**src/rtl/lfsr_draw.sv**
```systemverilog
// Fibonacci XNOR LFSR with a req/ack draw port returning uniform values in [0, RANGE-1]
// by rejection sampling, with a bounded-retry fallback path.
`timescale 1ns/1ps
module lfsr_draw #(
    parameter int                 WIDTH     = 16,
    parameter logic [WIDTH-1:0]   TAPS      = 16'hB400,
    parameter logic [WIDTH-1:0]   SEED      = '0,
    parameter int                 OUT_W     = 4,
    parameter int                 RANGE     = 10,
    parameter int                 MAX_TRIES = 8
) (
    input  logic             clk,
    input  logic             reset,
    input  logic             enable,
    input  logic             seed_load,
    input  logic [WIDTH-1:0] seed_in,
    input  logic             req,
    output logic             ready,
    output logic             valid,
    output logic [OUT_W-1:0] value,
    output logic             fallback,
    input  logic             ack,
    output logic [WIDTH-1:0] lfsr_state
);

    localparam int TRY_W = $clog2(MAX_TRIES + 1);
    localparam logic [TRY_W-1:0] LAST_TRY = TRY_W'(MAX_TRIES - 1);
    localparam logic [OUT_W:0]   RANGE_X  = (OUT_W + 1)'(RANGE);
    localparam logic [OUT_W-1:0] RANGE_V  = RANGE_X[OUT_W-1:0];

    typedef enum logic [1:0] {
        IDLE = 2'd0,
        DRAW = 2'd1,
        HOLD = 2'd2
    } state_t;

    // XNOR feedback keeps all-zeros legal; all-ones is the lockup state.
    function automatic logic [WIDTH-1:0] lfsr_step(input logic [WIDTH-1:0] s);
        logic fb;
        fb = ~^(s & TAPS);
        return {s[WIDTH-2:0], fb};
    endfunction

    state_t             state_r, state_s;
    logic [WIDTH-1:0]   lfsr_r, lfsr_s;
    logic [TRY_W-1:0]   try_r, try_s;
    logic [OUT_W-1:0]   value_r, value_s;
    logic               fallback_r, fallback_s;
    logic               ready_r, ready_s;
    logic               valid_r, valid_s;
    logic [WIDTH-1:0]   stepped_s;
    logic [OUT_W-1:0]   cand_s;

    assign stepped_s = lfsr_step(lfsr_r);
    assign cand_s    = stepped_s[OUT_W-1:0];

    // Next-state, LFSR stepping and draw result selection.
    always_comb begin
        state_s    = state_r;
        lfsr_s     = lfsr_r;
        try_s      = try_r;
        value_s    = value_r;
        fallback_s = fallback_r;
        if (seed_load) begin
            state_s    = IDLE;
            lfsr_s     = (&seed_in) ? SEED : seed_in;
            try_s      = '0;
            value_s    = '0;
            fallback_s = 1'b0;
        end else begin
            case (state_r)
                IDLE: begin
                    if (enable) lfsr_s = stepped_s;
                    else        lfsr_s = lfsr_r;
                    if (req) begin
                        state_s = DRAW;
                        try_s   = '0;
                    end else begin
                        state_s = IDLE;
                    end
                end
                DRAW: begin
                    lfsr_s = stepped_s;
                    if ({1'b0, cand_s} < RANGE_X) begin
                        value_s    = cand_s;
                        fallback_s = 1'b0;
                        state_s    = HOLD;
                    end else if (try_r == LAST_TRY) begin
                        // cand >= RANGE > 2^(OUT_W-1), so the difference is already in range
                        value_s    = cand_s - RANGE_V;
                        fallback_s = 1'b1;
                        state_s    = HOLD;
                    end else begin
                        try_s   = try_r + TRY_W'(1);
                        state_s = DRAW;
                    end
                end
                HOLD: begin
                    if (enable) lfsr_s = stepped_s;
                    else        lfsr_s = lfsr_r;
                    if (ack) state_s = IDLE;
                    else     state_s = HOLD;
                end
                default: begin
                    state_s = IDLE;
                end
            endcase
        end
        ready_s = (state_s == IDLE);
        valid_s = (state_s == HOLD);
    end

    // State and output registers with synchronous active-low reset.
    always_ff @(posedge clk) begin
        if (!reset) begin
            state_r    <= IDLE;
            lfsr_r     <= SEED;
            try_r      <= '0;
            value_r    <= '0;
            fallback_r <= 1'b0;
            ready_r    <= 1'b1;
            valid_r    <= 1'b0;
        end else begin
            state_r    <= state_s;
            lfsr_r     <= lfsr_s;
            try_r      <= try_s;
            value_r    <= value_s;
            fallback_r <= fallback_s;
            ready_r    <= ready_s;
            valid_r    <= valid_s;
        end
    end

    assign ready      = ready_r;
    assign valid      = valid_r;
    assign value      = value_r;
    assign fallback   = fallback_r;
    assign lfsr_state = lfsr_r;

endmodule
```
**config.mk**
```make
export PLATFORM = sky130hd
export DESIGN_NAME = lfsr_draw
export DESIGN_NICKNAME = d
export VERILOG_FILES = /design/src/rtl/lfsr_draw.sv
export SDC_FILE = /design/constraint.sdc
export NUM_CORES = 1
export LEC_CHECK = 0
export ABC_AREA = 1
export ABC_CLOCK_PERIOD_IN_PS = 1600
export CAP_MARGIN = 20
export CORE_ASPECT_RATIO = 1.75
export CORE_MARGIN = 2
export CORE_UTILIZATION = 45
export CTS_CLUSTER_DIAMETER = 80
export DETAILED_ROUTE_END_ITERATION = 8
export PLACE_DENSITY = 0.77
export SLEW_MARGIN = 20
export SYNTH_ARGS = -nofsm -noshare
export SYNTH_HDL_FRONTEND = slang
export SYNTH_SLANG_ARGS = --single-unit
```
**constraint.sdc**
```tcl
create_clock -name clk -period 1.6 [get_ports clk]
set_clock_uncertainty 0.15 [all_clocks]
set_input_delay 0.32 -clock clk [delete_from_list [all_inputs] [get_ports clk]]
set_output_delay 0.32 -clock clk [all_outputs]
set_load 0.01 [all_outputs]
```
==> results of run 1 <==
[flip-flops by register name, indices dropped and copies added, names as in the netlist]
name and count:
ready 1, state_r 2, value 4, valid 1
lfsr_state 16, fallback 1, try_r 4
[cells in the final DEF, fill, tap and decap left out, types with 8 or more instances in the layout]
master and instances:
nand2_1 58, o21bai_1 15, dlygate4sd2_1 21, nor2_1 35, buf_4 16, o21ai_1 11
a21oi_1 20, inv_1 17, o21ai_0 8, clkdlybuf4s50_1 21, dfxtp_1 26, a22oi_1 9
[stage by stage]
stage	setup slack [ns]	instance area [um^2]	hold WS, ns	utilization	TNS, ns
floorplan	0.2610	1707	0.3084	-	0
global placement	-0.1625	2243	0.3015	0.6183	-2.303
detailed placement	-0.2213	2243	0.3078	0.6183	-2.817
CTS	0.01126	2302	0.3146	0.6345	0
global route	-0.01354	2311	0.3299	0.6369	-0.02629
finish	0.1029	2311	0.3138	0.6369	0
[worst min-delay path: stages, from the launching register on]
cell and delay (ns):
dfxtp_1 0.31, nand2_1 0.06, a21oi_1 0.05
[where the power goes]
part           internal [uW]  switching [uW]
registers                767            37.4
clock network            301             275
logic                    192             211
total                   1260             524
[worst max path at each step]
stage / end / from / slack [ns]
3_3_place_gp: lfsr_state[14] / seed_in[7] / -0.16
4_1_cts: valid / valid / 0.01
3_5_place_dp: lfsr_state[12] / seed_in[4] / -0.22
2_1_floorplan: try_r[2] / try_r[0] / 0.26
5_1_grt: lfsr_state[12] / seed_in[1] / -0.01
6_report: lfsr_state[12] / seed_in[4] / 0.10
[routing by layer]
metal | vias up | share of wire | track usage
li1 | 907 | - | -
met3 | 6 | 0.032 | 0.02641
met1 | 805 | 0.39 | 0.2053
met2 | 49 | 0.56 | 0.3828
met4 | 0 | 0.018 | 0.08108
met5 | - | 0 | 0
[logic make-up (layout without fill, tap and decap cells)]
| logic type | after synthesis | count (layout) | share of synthesized area |
|---|---|---|---|
| and+or+nand+nor | 114 | 114 | 0.3101 |
| AOI/OAI and AO/OA | 66 | 66 | 0.2397 |
| buffers and inverters | 33 | 89 | 0.09530 |
| DFF | 29 | 29 | 0.3402 |
| adders and majority gates | 2 | 2 | 0.01466 |
[Yosys cell counts, drive strengths merged]
master  instances  area (um^2)
nand2          62        261.5
ha              2        25.02
nand3b          1        7.510
inv            21        81.33
a21oi          22        125.1
or2             1        6.260
nand4           1        6.260
o21bai         15        112.6
nor2           40        192.7
a22oi           9        67.56
o21ai          20        103.9
nor3            1        5.000
dfxtp          29        580.6
buf            11        77.57
nand3           8        50.05
clkbuf          1        3.750
[final cells by class]
cell class,instances,share of cell area
Clock inverter,2,0.004331
Multi-Input combinational cell,182,0.4180
Inverter,21,0.03519
Tap cell,46,0.02491
Clock buffer,6,0.03140
Sequential cell,29,0.2528
Timing Repair Buffer,60,0.2334
[what timing repair did]
item / 4_1_cts / 5_1_grt
pin swaps: 0 / 2
setup endpoints to repair: 21 / 8
resized for setup: 23 / 4
==> impl_metrics.yaml, run 1 <==
run_status:
  status: "completed"
worst_setup_path:
  crit_chain: "clkdlybuf4s50_1, nand2_1, nor2_2, nand2_1, buf_4, o21bai_1, a21oi_2"
  endpoint_kind: "flip-flop"
  r2r_start: "state_r[0]"
  cp_num_cells: 7
  critPathMaxFanout: 11
  cp_slowest_cell: "clkdlybuf4s50_1"
  r2r_cells: 7
  crit_type: "in2reg"
  cp.arrival_ns: 1.51
  path_buf_inv: 2
  slowest_delay_ns: 0.48
  cp-start-kind: "input pin"
  r2r_slack_ns: 0.19
  cp_common_cell: "nand2_1"
  cp_top_family: "buffers and inverters"
  timing.rr.end: "lfsr_state[11]"
  cp.required_ns: 1.61
logic_synthesis:
  syn_nets: 268
  syn_inst: 244
  synth.cell_area_mm2: 0.001707
  ys_types: 31
  synth.avg_cell_area_um2: 6.994
  yosysWarnings: 0
  synth_seq_cells: 29
  synth-seq-area-share: 0.3402
clock_network:
  cts.reportedPaths.clkPinSlew_ns: 0.06
  clockBufferDepth: 2
  clock_latency_ns: 0.28
  cts_setup_buffers: 0
  ctsHtreeMaxLevel: 2
  clock-root-buffer: "clkbuf_8"
  cts.sinks: 29
  cts_tree: "yes"
  cts_buffers: 5
  cts_hold_buffers: 0
worst_hold_path:
  hold_path_class: "reg2reg"
  min_from: "fallback"
  min_to: "fallback"
  holdPathStages: 2
cells_and_area:
  diodes: 0
  fillers: 350
  final_nets: 323
  area_delta_synth_final_pct: 35.41
  multi_input_area_um2: 965.9
  drive_above_1_share: 0.1500
  stdcell_count: 346
  final-seq-area_um2: 584.3
sta:
  slew_headroom: 0.8186
  maxSlewViolCount: 0
  finalHoldViolations: 0
  setup_viol: 0
  fin_crit_ns: 1.497
  tightestPinTransition_ns: 0.2710
  rsz0062_at_grt: "yes"
  clock.fmax_mhz: 668.0
  fin_crit_sh: 0.9357
floorplanning:
  dieArea_mm2: 0.004320
  start_util: 0.4703
  core_mm2: 0.003628
  die_w_um: 50.55
  fp.dieH_um: 85.47
  placementRows: 29
  io-pin-count: 45
detailed_routing:
  drt-initial-drc-count: 48
  wl_um: 3919
  via_count: 1767
  wl_per_cell_um: 11.33
  first_pass_iters: 4
  drcViolationCount: 0
  drt.antenna.violating_nets: 0
  routed_via_density: 5.107
global_routing:
  antenna_found_initial: 0
  grt_pass1_wl_um: 6727
  grtUsageTotal: 0.1982
  grt_max_degree: 23
  grt_pass1_vias: 1623
  grt-ovfl-total: 0
flow_run:
  cap_violations: 0
pwr:
  powerDensity_mw_per_mm2: 771.6
  vdd_drop_max_v: 0.0005105
  p_total_uw: 1783
  p_leak_uw: 0.001045
placement:
  dp_cells: 338
  gp_congestion: 0.8585
  hpwl_um: 3121
  io_buffer_count: 44
Note: power is estimated with default switching activity, not from simulation.
==> run 2: changes to the inputs <==
--- a/config.mk
+++ b/config.mk
@@ -5,7 +5,6 @@
 export SDC_FILE = /design/constraint.sdc
 export NUM_CORES = 1
 export LEC_CHECK = 0
-export ABC_AREA = 1
 export ABC_CLOCK_PERIOD_IN_PS = 1600
 export CAP_MARGIN = 20
 export CORE_ASPECT_RATIO = 1.75
@@ -13,7 +12,9 @@
 export CORE_UTILIZATION = 45
 export CTS_CLUSTER_DIAMETER = 80
 export DETAILED_ROUTE_END_ITERATION = 8
-export PLACE_DENSITY = 0.77
+export GPL_ROUTABILITY_DRIVEN = 0
+export GPL_TIMING_DRIVEN = 0
+export PLACE_DENSITY = 0.8
 export SLEW_MARGIN = 20
 export SYNTH_ARGS = -nofsm -noshare
 export SYNTH_HDL_FRONTEND = slang
==> impl_metrics.yaml, run 2 <==
logic_synthesis:
  synth-xor-area-share: 0.03100
  synth.avg_cell_area_um2: 8.941
  yosysTopAreaCell: "dfxtp_1"
  synth_top_family_by_area: "simple AND/OR/NAND/NOR gates"
  synth_fa_ha_area_frac: 0.01771
  synth.cell_area_mm2: 0.001413
  synth_top_area_frac: 0.4110
  yosysMostFrequentCell: "dfxtp_1"
  ys_types: 37
  synthFlopType: "dfxtp_1"
  synthTopCellsByArea: "dfxtp_1 41%, a221oi_1 9.3%, nor2_1 6.9%, nor3b_1 3.7%, o21ai_1 3.5%"
  synth-edff-count: 0
  syn_inst: 158
  syn_nets: 182
  synth-seq-area-share: 0.4110
  ys_top_cells_by_count: "29 x dfxtp_1, 26 x nor2_1, 15 x a221oi_1"
  synthArstFlopShare: 0
  yosysWarnings: 0
  synth_seq_cells: 29
  synth_mux_area_frac: 0.02834
  synth-compound-area-share: 0.2002
  yosys.area_share.simple: 0.2374
global_routing:
  grtUsageTotal: 0.2643
  grt_max_degree: 11
  grt_pass1_wl_um: 7024
  grt-ovfl-total: 0
  antenna_found_initial: 0
  grt_pass1_vias: 1579
detailed_routing:
  topRoutingLayerUsed: "met4"
  wl_met1_um: 1589
  wl_um: 4541
  wl_per_cell_um: 17.07
  first_pass_iters: 4
  drcViolationCount: 0
  drt.antenna.violating_nets: 0
  wl_met2_um: 2480
  routed_via_density: 5.771
  via_count: 1535
  met3WireLength_um: 253
  drt-initial-drc-count: 42
flow_run:
  cap_violations: 0
pwr:
  power.internal_uw: 1379
  p_sw_frac: 0.2876
  p_sw_uw: 557.0
  p_leak_uw: 0.0009917
  p_clk_frac: 0.352
  p_comb_frac: 0.225
  vdd_drop_max_v: 0.0008086
  p_total_uw: 1936
  seq_power_share: 0.423
  powerDensity_mw_per_mm2: 839.3
clock_network:
  cts_buffers: 5
  cts_hold_buffers: 0
  clock_latency_ns: 0.29
  cts.sinks: 29
  cts_tree: "yes"
  cts.reportedPaths.clkPinSlew_ns: 0.07
  clock-root-buffer: "clkbuf_8"
  clockBufferDepth: 2
  ctsHtreeMaxLevel: 2
worst_setup_path:
  cp-start-kind: "flip-flop"
  crit_type: "reg2reg"
  r2r_slack_ns: -0.05
  critPathCapture: "try_r[0]"
  cp.required_ns: 1.62
  crit_start: "try_r[1]"
  cp.arrival_ns: 1.67
  endpoint_kind: "flip-flop"
  critPathMaxFanout: 4
  r2r_cells: 6
  r2r_start: "try_r[1]"
  timing.rr.end: "try_r[0]"
floorplanning:
  core_mm2: 0.002960
  die_w_um: 46.36
  start_util: 0.4772
  fp.dieH_um: 78.12
  dieArea_mm2: 0.003621
  io-pin-count: 45
  placementRows: 26
cells_and_area:
  largest_reg_flops: 16
  area_delta_synth_final_pct: 63.33
  layout.cells.most_common: "dlygate4sd2_1"
  final_nets: 247
  layout_common_cells: "23 x dlygate4sd2_1, 22 x nor2_1, 20 x dfxtp_1"
  diodes: 0
  drive_above_1_share: 0.3973
  design_area_mm2: 0.002307
sta:
  fin_crit_ns: 1.655
  clock.fmax_mhz: 604.3
  rsz0062_at_grt: "yes"
  maxSlewViolCount: 0
  setup_slack_ns: -0.05469
  fin_crit_sh: 1.034
  setup_viol: 6
  tightestPinTransition_ns: 0.5343
  finalHoldViolations: 0
  slew_headroom: 0.6438
placement:
  io_buffer_count: 43
  dpl_cell_area_mm2: 0.001974
  hpwl_um: 2850
run_status:
  status: "complete, but fails checks"
  violations: "negative setup slack"
worst_hold_path:
  hold_path_class: "in2reg"
[run 2: area by class of cell]
cell class              instances  area [um^2]
clock inverters                 1        5.005
multi-input cells             113        887.1
clock buffers                   7        96.34
fillers                       197        653.1
plain buffers                  11        101.3
flip-flops and latches         29        601.8
repair buffers                 60        551.8
well taps                      42        52.55
inverters                       3        11.26
[run 2: worst min-delay path by stage]
stage                          endpoint       start  depth (start not counted)  slack (ns)
after CTS                 lfsr_state[8]  seed_in[8]                          3        0.12
final                     lfsr_state[8]  seed_in[8]                          3        0.12
after global routing      lfsr_state[8]  seed_in[8]                          3        0.13
after floorplan           lfsr_state[7]  seed_in[7]                          2        0.30
after global placement         value[3]    value[3]                          2        0.29
after detailed placement       value[3]    value[3]                          2        0.30
[run 2: timing repair]
| item | in CTS | in global routing |
|---|---|---|
| setup endpoints to repair | 47 | 24 |
| buffers inserted | 9 | 6 |
| gates cloned | 2 | 0 |
| pin swaps | 19 | 11 |
| resized for setup | 113 | 26 |
[run 2: power groups by stage]
stage | Clock (uW) | Combinational, uW | Sequential (uW)
detailed placement | 0 | 392 | 827
CTS | 682 | 400 | 816
global route | 711 | 468 | 825
finish | 682 | 435 | 819
global placement | 0 | 382 | 826
floorplan | 0 | 202 | 832
[run 2: metal layers]
layer  up-vias  global-route usage
met5         -                   0
met4         0              0.1714
met3        22             0.05057
met2        80              0.4625
met1       724              0.2604
li1        709                   -
[run 2: logic make-up after synthesis]
kind of cell,Yosys count
adder cells (fa/ha/maj),2
buffers and inverters,16
multiplexers,4
flip-flops,29
AND/OR/NAND/NOR,61
XOR/XNOR,5
AO/OA/AOI/OAI,41
[run 2: stage by stage]
stage / instances / worst slack (ns) / hold slack, ns / TNS (ns) / utilization
after global placement: 243 / -0.6892 / 0.2912 / -12.28 / 0.6669
after global routing: 266 / -0.1198 / 0.1267 / -0.8804 / 0.7794
after detailed placement: 243 / -0.7134 / 0.2988 / -13.24 / 0.6669
after CTS: 260 / 0.003492 / 0.1181 / 0 / 0.7447
final: 266 / -0.05469 / 0.1154 / -0.1615 / 0.7794
after floorplan: 158 / -0.01984 / 0.3047 / -0.07819 / -
[run 2: worst max-delay path, cell delays in order, from the launching register on]
cell and delay [ns]:
dfxtp_2 0.34, ha_4 0.16, and3b_2 0.26, buf_12 0.14, nor2_4 0.15, mux2i_1 0.24, o22ai_1 0.09
